`src/rtl/imm_gen_pipe.sv`:
```
// RV32 immediate generator behind a two-entry valid/ready skid pipeline.
// Optional macro IMM_GEN_ZIMM_EN enables SYSTEM-opcode (CSR) immediate decoding.
module imm_gen_pipe #(
  parameter int XLEN = 32
) (
  input  logic            clk,
  input  logic            rst,
  input  logic            flush,
  input  logic            in_valid,
  output logic            in_ready,
  input  logic [31:0]     in_instr,
  input  logic [XLEN-1:0] in_pc,
  output logic            out_valid,
  input  logic            out_ready,
  output logic [XLEN-1:0] out_imm,
  output logic [XLEN-1:0] out_target,
  output logic [XLEN-1:0] out_pc,
  output logic [2:0]      out_fmt,
  output logic            out_illegal
);

  localparam logic [2:0] FMT_NONE = 3'd0;
  localparam logic [2:0] FMT_I    = 3'd1;
  localparam logic [2:0] FMT_S    = 3'd2;
  localparam logic [2:0] FMT_B    = 3'd3;
  localparam logic [2:0] FMT_U    = 3'd4;
  localparam logic [2:0] FMT_J    = 3'd5;
`ifdef IMM_GEN_ZIMM_EN
  localparam logic [2:0] FMT_Z    = 3'd6;
`endif

  typedef struct packed {
    logic [XLEN-1:0] imm;
    logic [XLEN-1:0] target;
    logic [XLEN-1:0] pc;
    logic [2:0]      fmt;
    logic            illegal;
  } entry_t;

  logic [31:0] imm32;
  logic [2:0]  dec_fmt;
  logic        dec_illegal;
  entry_t      new_entry;

  entry_t out_q, out_d;
  entry_t skid_q, skid_d;
  logic   out_valid_q, out_valid_d;
  logic   skid_valid_q, skid_valid_d;
  logic   in_ready_q, in_ready_d;
  logic   accept;
  logic   retire;

  // Decode the incoming instruction into a 32-bit signed immediate and format.
  always_comb begin
    imm32       = 32'd0;
    dec_fmt     = FMT_NONE;
    dec_illegal = 1'b0;
    if (in_instr[1:0] != 2'b11) begin
      dec_illegal = 1'b1;
    end else begin
      case (in_instr[6:0])
        7'b0000011, 7'b0010011, 7'b1100111: begin
          imm32   = {{20{in_instr[31]}}, in_instr[31:20]};
          dec_fmt = FMT_I;
        end
        7'b0100011: begin
          imm32   = {{20{in_instr[31]}}, in_instr[31:25], in_instr[11:7]};
          dec_fmt = FMT_S;
        end
        7'b1100011: begin
          imm32   = {{19{in_instr[31]}}, in_instr[31], in_instr[7],
                     in_instr[30:25], in_instr[11:8], 1'b0};
          dec_fmt = FMT_B;
        end
        7'b0110111, 7'b0010111: begin
          imm32   = {in_instr[31:12], 12'd0};
          dec_fmt = FMT_U;
        end
        7'b1101111: begin
          imm32   = {{11{in_instr[31]}}, in_instr[31], in_instr[19:12],
                     in_instr[20], in_instr[30:21], 1'b0};
          dec_fmt = FMT_J;
        end
        7'b0110011, 7'b0001111: begin
          dec_fmt = FMT_NONE;
        end
        7'b1110011: begin
`ifdef IMM_GEN_ZIMM_EN
          // funct3[2] selects the uimm CSR forms; 000 covers ECALL/EBREAK/xRET
          if (in_instr[14]) begin
            imm32   = {27'd0, in_instr[19:15]};
            dec_fmt = FMT_Z;
          end else if (in_instr[13:12] != 2'b00) begin
            imm32   = {{20{in_instr[31]}}, in_instr[31:20]};
            dec_fmt = FMT_I;
          end else begin
            dec_fmt = FMT_NONE;
          end
`else
          dec_fmt = FMT_NONE;
`endif
        end
        default: begin
          dec_illegal = 1'b1;
        end
      endcase
    end
  end

  // Widen the immediate to XLEN and form the full entry including the target.
  always_comb begin
    new_entry         = '0;
    new_entry.imm     = XLEN'($signed(imm32));
    new_entry.target  = in_pc + XLEN'($signed(imm32));
    new_entry.pc      = in_pc;
    new_entry.fmt     = dec_fmt;
    new_entry.illegal = dec_illegal;
  end

  assign accept = in_valid & in_ready_q & ~flush;
  assign retire = out_valid_q & out_ready;

  // Skid-buffer next state; the output slot refills from skid before new input.
  always_comb begin
    out_d        = out_q;
    skid_d       = skid_q;
    out_valid_d  = out_valid_q;
    skid_valid_d = skid_valid_q;
    if (flush) begin
      out_valid_d  = 1'b0;
      skid_valid_d = 1'b0;
    end else if (!out_valid_q || retire) begin
      if (skid_valid_q) begin
        out_d        = skid_q;
        out_valid_d  = 1'b1;
        skid_valid_d = 1'b0;
      end else if (accept) begin
        out_d       = new_entry;
        out_valid_d = 1'b1;
      end else begin
        out_valid_d = 1'b0;
      end
    end else if (accept) begin
      skid_d       = new_entry;
      skid_valid_d = 1'b1;
    end else begin
      skid_valid_d = skid_valid_q;
    end
    in_ready_d = ~skid_valid_d;
  end

  // State registers with synchronous reset taking priority over everything.
  always_ff @(posedge clk) begin
    if (rst) begin
      out_q        <= '0;
      skid_q       <= '0;
      out_valid_q  <= 1'b0;
      skid_valid_q <= 1'b0;
      in_ready_q   <= 1'b1;
    end else begin
      out_q        <= out_d;
      skid_q       <= skid_d;
      out_valid_q  <= out_valid_d;
      skid_valid_q <= skid_valid_d;
      in_ready_q   <= in_ready_d;
    end
  end

  assign in_ready    = in_ready_q;
  assign out_valid   = out_valid_q;
  assign out_imm     = out_q.imm;
  assign out_target  = out_q.target;
  assign out_pc      = out_q.pc;
  assign out_fmt     = out_q.fmt;
  assign out_illegal = out_q.illegal;

endmodule

```
`config.mk`:
```
export PLATFORM = sky130hd
export DESIGN_NAME = imm_gen_pipe
export DESIGN_NICKNAME = d
export VERILOG_FILES = /design/src/rtl/imm_gen_pipe.sv
export SDC_FILE = /design/constraint.sdc
export NUM_CORES = 1
export LEC_CHECK = 0
export CAP_MARGIN = 5
export CORE_ASPECT_RATIO = 0.7
export CORE_MARGIN = 10
export CORE_UTILIZATION = 58
export DETAILED_ROUTE_END_ITERATION = 10
export MAX_ROUTING_LAYER = met4
export PLACE_DENSITY = 0.85
export SLEW_MARGIN = 0
export SYNTH_ARGS = -nofsm -noshare
export SYNTH_HDL_FRONTEND = slang
export SYNTH_SLANG_ARGS = --single-unit
```
`constraint.sdc`:
```
create_clock -name clk -period 5.8 [get_ports clk]
set_input_delay 1.16 -clock clk [delete_from_list [all_inputs] [get_ports clk]]
set_output_delay 1.16 -clock clk [all_outputs]
set_load 0.01 [all_outputs]
```
==> metrics list <==
- STA classifies the critical path startpoint as an input pin.
- Walking the worst path, the cells encountered are clkdlybuf4s50_1 -> nor2b_1 -> nand3_1 -> o31a_1 -> nor3_1 -> a21oi_1 -> inv_1 -> ha_1 -> inv_1 -> fa_1 -> nand2b_1 -> a21oi_2 -> o211ai_2 -> o21ai_1 -> a211oi_2 -> o21ai_1 -> nand2_1 -> mux2i_1 -> a31o_1.
* Number of sinks on the clock net: 203
- With fillers left out, the area of the finished cells amounts to 12500 sq um.
- Fraction of the cycle the final worst path needs: 0.883
* Setup bufs post-CTS: 0
* Worst min-delay path endpoint: out_imm[14]
- Count of filler cells inserted in the layout: 1329
- Count of boundary I/O pins: 171
- Dividing the synthesized area by the synthesized cell count gives 7.92 sq um.
- Unrepaired setup endpoints after global routing: no
- Port bufs: 170
- Peak fanout along the critical path: 12
* CTS H-tree depth: 1
* Number of cells on the worst reg-to-reg path: 5
- Highest achievable clock rate: 0.195 GHz
- Initial antenna violation count: 1
- Worst setup path class: in2reg
* Multi-input combinational cell area: 5540 sq um
- Dividing total power by cell area gives a power density of 259 nW/um^2.
- Wirelength per Cell: 18.6 um
- The Yosys step of the flow raised 0 warnings.
- Across the VDD grid, the largest voltage drop is 0.186 mV.
- TritonCTS created 20 clock buffers.
- Vias in the first global route: 9114
* Total DRC errors in the routed layout: 0
- Classification of the worst-slack hold path: reg2reg
- In this run the most critical hold path is launched from out_imm[14].
- Routability-driven placement congestion ratio: 0.974
- The startpoint identified for the worst register-to-register timing path is skid_valid_q.
- Detailed placement ended at an HPWL of 21200 um.
- The number of nets handed over by synthesis was 1378.
- Ratio of routed vias to standard cells: 5.87
* Global-route wire length before repair: 48200 um
- Cell Rows: 40
- STA puts the critical path data arrival time at 5.52 ns.
* Initial Utilization: 0.591
- Summed over all cells, the static leakage comes to 0.00451 uW.
- Vias after detailed routing: 9531
* DRT Wirelength: 30200 um
- In this run, synthesis produced a sequential element count of 203.
- Post-cts sizing count: 0
- Gate Count Post-Synth: 1277
- The final hold violation count is 0.
* Dpl cell area: 11800 sq um
- Capturing element type of the critical path: flip-flop
* Most instantiated flip-flop cell in the synthesis netlist: sky130_fd_sc_hd__dfxtp_1
- TritonCTS built the clock tree.
* Die width: 178 um
* Final net count: 1482
- Post-route ant nets: 0
- Number of maximum-capacitance constraint violations: 0
- Counting instances, the worst hold path has a depth of 2.
* Overall fraction of global-route tracks in use: 0.260
- The first TritonRoute pass finished after 7 iterations.
- The worst pin sits at a relative slew slack of 0.382.
* Share of the yosys chip area belonging to registers: 0.402
* Time the final worst path needs with I/O delays and setup: 5.12 ns
- Number of buffers inserted for hold repair after clock tree synthesis: 0
* Total inserted antenna cells: 0
- Signed area change from the synthesized netlist to the final layout: 23.3%
- Required time reported for the critical path endpoint: 6.19 ns
- The worst register-to-register path has a setup slack of 3.20 ns.
- Timing analysis after detailed placement gives a worst setup slack of 0.374 ns.
* Transition at the pin with the smallest max-transition slack: 0.926 ns
* Total congestion overflow: 0
- Post-route clock skew: 0.0108 ns
* Clock root buffer: sky130_fd_sc_hd__clkbuf_16
- Worst-case clock buffer depth: 3
* Largest net degree at the start of global routing: 160
- Of the cells placed in the final design, the portion with a size suffix greater than 1 is 0.0552.
- The number of max-slew violations in the final report was 0.
- The run finished with clean final reports.
- Setup slack closes at 0.678 ns.
- From bottom edge to top edge, the die measures 131 um.
- In this run, synthesis inferred 0 flip-flops with an integrated enable.
* Core region area: 17100 sq um
- Clock insertion delay at the later pin of the skew report: 0.51 ns
- For this run, the slowest stage of the critical path takes 0.67 ns.
- Reg-to-Reg End: out_pc[25]
- The synthesized netlist occupies a cell area of 10100 sq um.
- Count of final setup violators: 0
- In the synthesized netlist the async set-or-reset flop fraction comes to 0.
* Number of library cell types mapped by synthesis: 65
- Clk pin slew, worst setup/hold paths: 0.06 ns
- Among all stages on the critical path, the largest delay is contributed by sky130_fd_sc_hd__clkdlybuf4s50_1.
- Registers take 4070 sq um.
* Total negative slack: 0 ns
- Number of DRC violations after detailed-routing iteration 0: 949
* Die area: 23200 sq um
## power by group
group / switching [uW] / leakage, uW / internal [uW]
logic: 240 / 0.00253 / 189
clock network: 557 / 0.000325 / 786
registers: 25.1 / 0.00165 / 1440
## routing by layer
| layer | global-route usage | routed length [um] | vias up |
|---|---|---|---|
| met3 | 0.0565 | 2400 | 51 |
| met4 | 0.0596 | 604 | 0 |
| met2 | 0.388 | 13400 | 347 |
| li1 | - | - | 4632 |
| met1 | 0.352 | 13800 | 4501 |
| met5 | - | 0 | - |
## worst max-delay path by stage
stage,start,end,slack [ns],cells after the start
final,in_instr[6],skid_q[66],0.68,19
after floorplan,in_instr[3],out_target[24],1.48,18
after CTS,in_instr[6],skid_q[66],0.79,19
after detailed placement,in_instr[6],skid_q[66],0.37,19
after global routing,in_instr[6],out_target[28],0.40,19
after global placement,in_instr[6],skid_q[62],0.53,19
## registers in the layout (all words and copies together), names as in the netlist
register,cells
out_fmt,3
out_valid,1
in_ready,1
out_illegal,1
out_pc,32
out_imm,32
skid_valid_q,1
out_target,32
skid_q,100
## stage by stage
step / instances / power (uW) / hold WS, ns / utilization
3_5_place_dp: 1590 / 1920 / 0.446 / 0.690
2_1_floorplan: 1277 / 1720 / 0.436 / -
3_3_place_gp: 1590 / 1910 / 0.438 / 0.690
5_1_grt: 1625 / 3330 / 0.471 / 0.729
6_report: 1625 / 3230 / 0.452 / 0.729
4_1_cts: 1625 / 3240 / 0.454 / 0.729
## area by class of cell
cell class | count | share of cell area
multi-input cells | 943 | 0.444
flip-flops and latches | 203 | 0.326
repair buffers | 178 | 0.143
clock buffers | 26 | 0.0427
well taps | 231 | 0.0232
clock inverters | 9 | 0.0107
inverters | 35 | 0.0105
## cells by family (layout without fill, tap and decap cells)
| logic type | after synthesis | in the layout | share of synthesized area |
|---|---|---|---|
| XOR/XNOR | 28 | 28 | 0.0242 |
| flip-flops | 203 | 203 | 0.402 |
| adder cells (fa/ha/maj) | 32 | 32 | 0.0403 |
| AO/OA/AOI/OAI | 379 | 379 | 0.237 |
| multiplexers | 63 | 63 | 0.0623 |
| buffers and inverters | 131 | 248 | 0.0522 |
| AND/OR/NAND/NOR | 441 | 441 | 0.182 |
## Yosys cell counts, types with 6 or more instances
library cell,count,share of area
sky130_fd_sc_hd__nand2_1,232,0.086
sky130_fd_sc_hd__dfxtp_1,203,0.40
sky130_fd_sc_hd__a21oi_1,150,0.074
sky130_fd_sc_hd__nor2_1,131,0.049
sky130_fd_sc_hd__clkbuf_1,84,0.031
sky130_fd_sc_hd__a211oi_1,83,0.062
sky130_fd_sc_hd__mux2i_1,63,0.062
sky130_fd_sc_hd__o21ai_0,46,0.023
sky130_fd_sc_hd__inv_1,35,0.013
sky130_fd_sc_hd__ha_1,31,0.038
sky130_fd_sc_hd__nor3_1,20,0.0099
sky130_fd_sc_hd__a21oi_2,17,0.015
sky130_fd_sc_hd__o21ai_1,14,0.0069
sky130_fd_sc_hd__xnor2_1,14,0.012
sky130_fd_sc_hd__xor2_1,14,0.012
sky130_fd_sc_hd__nand3_1,13,0.0064
sky130_fd_sc_hd__a21o_1,9,0.0067
sky130_fd_sc_hd__a31oi_1,9,0.0056
sky130_fd_sc_hd__o211ai_1,8,0.0059
sky130_fd_sc_hd__o21a_1,8,0.0059
sky130_fd_sc_hd__and2_1,6,0.0037
sky130_fd_sc_hd__buf_2,6,0.0030
sky130_fd_sc_hd__nand2b_1,6,0.0037
sky130_fd_sc_hd__or3_1,6,0.0037
## placed cells by master, fill, tap and decap left out, drive strengths merged, types with 3 or more instances in the layout
master | synthesis | final
o21ai | 61 | 61
clkdlybuf4s50 | 0 | 169
nand2 | 233 | 233
a31oi | 9 | 9
and2 | 7 | 7
ha | 31 | 31
dfxtp | 203 | 203
nand2b | 6 | 6
nor2b | 5 | 5
nor2 | 132 | 132
bufinv | 0 | 3
clkinv | 0 | 5
clkbuf | 85 | 26
or3 | 6 | 6
xnor2 | 14 | 14
o21bai | 3 | 3
a21o | 9 | 9
o211ai | 9 | 9
a22oi | 4 | 4
a21oi | 169 | 169
a211o | 5 | 5
buf | 11 | 9
a211oi | 86 | 86
nor3 | 20 | 20
mux2i | 63 | 63
o21a | 8 | 8
xor2 | 14 | 14
nand3 | 13 | 13
or2 | 4 | 4
nand4 | 5 | 5
inv | 35 | 35
## critical path, delay by kind of cell
family,cells,cell delay [ns]
fa+ha+maj,2,0.58
compound gates,8,1.78
simple gates,5,1.00
mux,1,0.12
buf+inv,3,0.84
No activity file was read; power rests on OpenSTA's default activity.
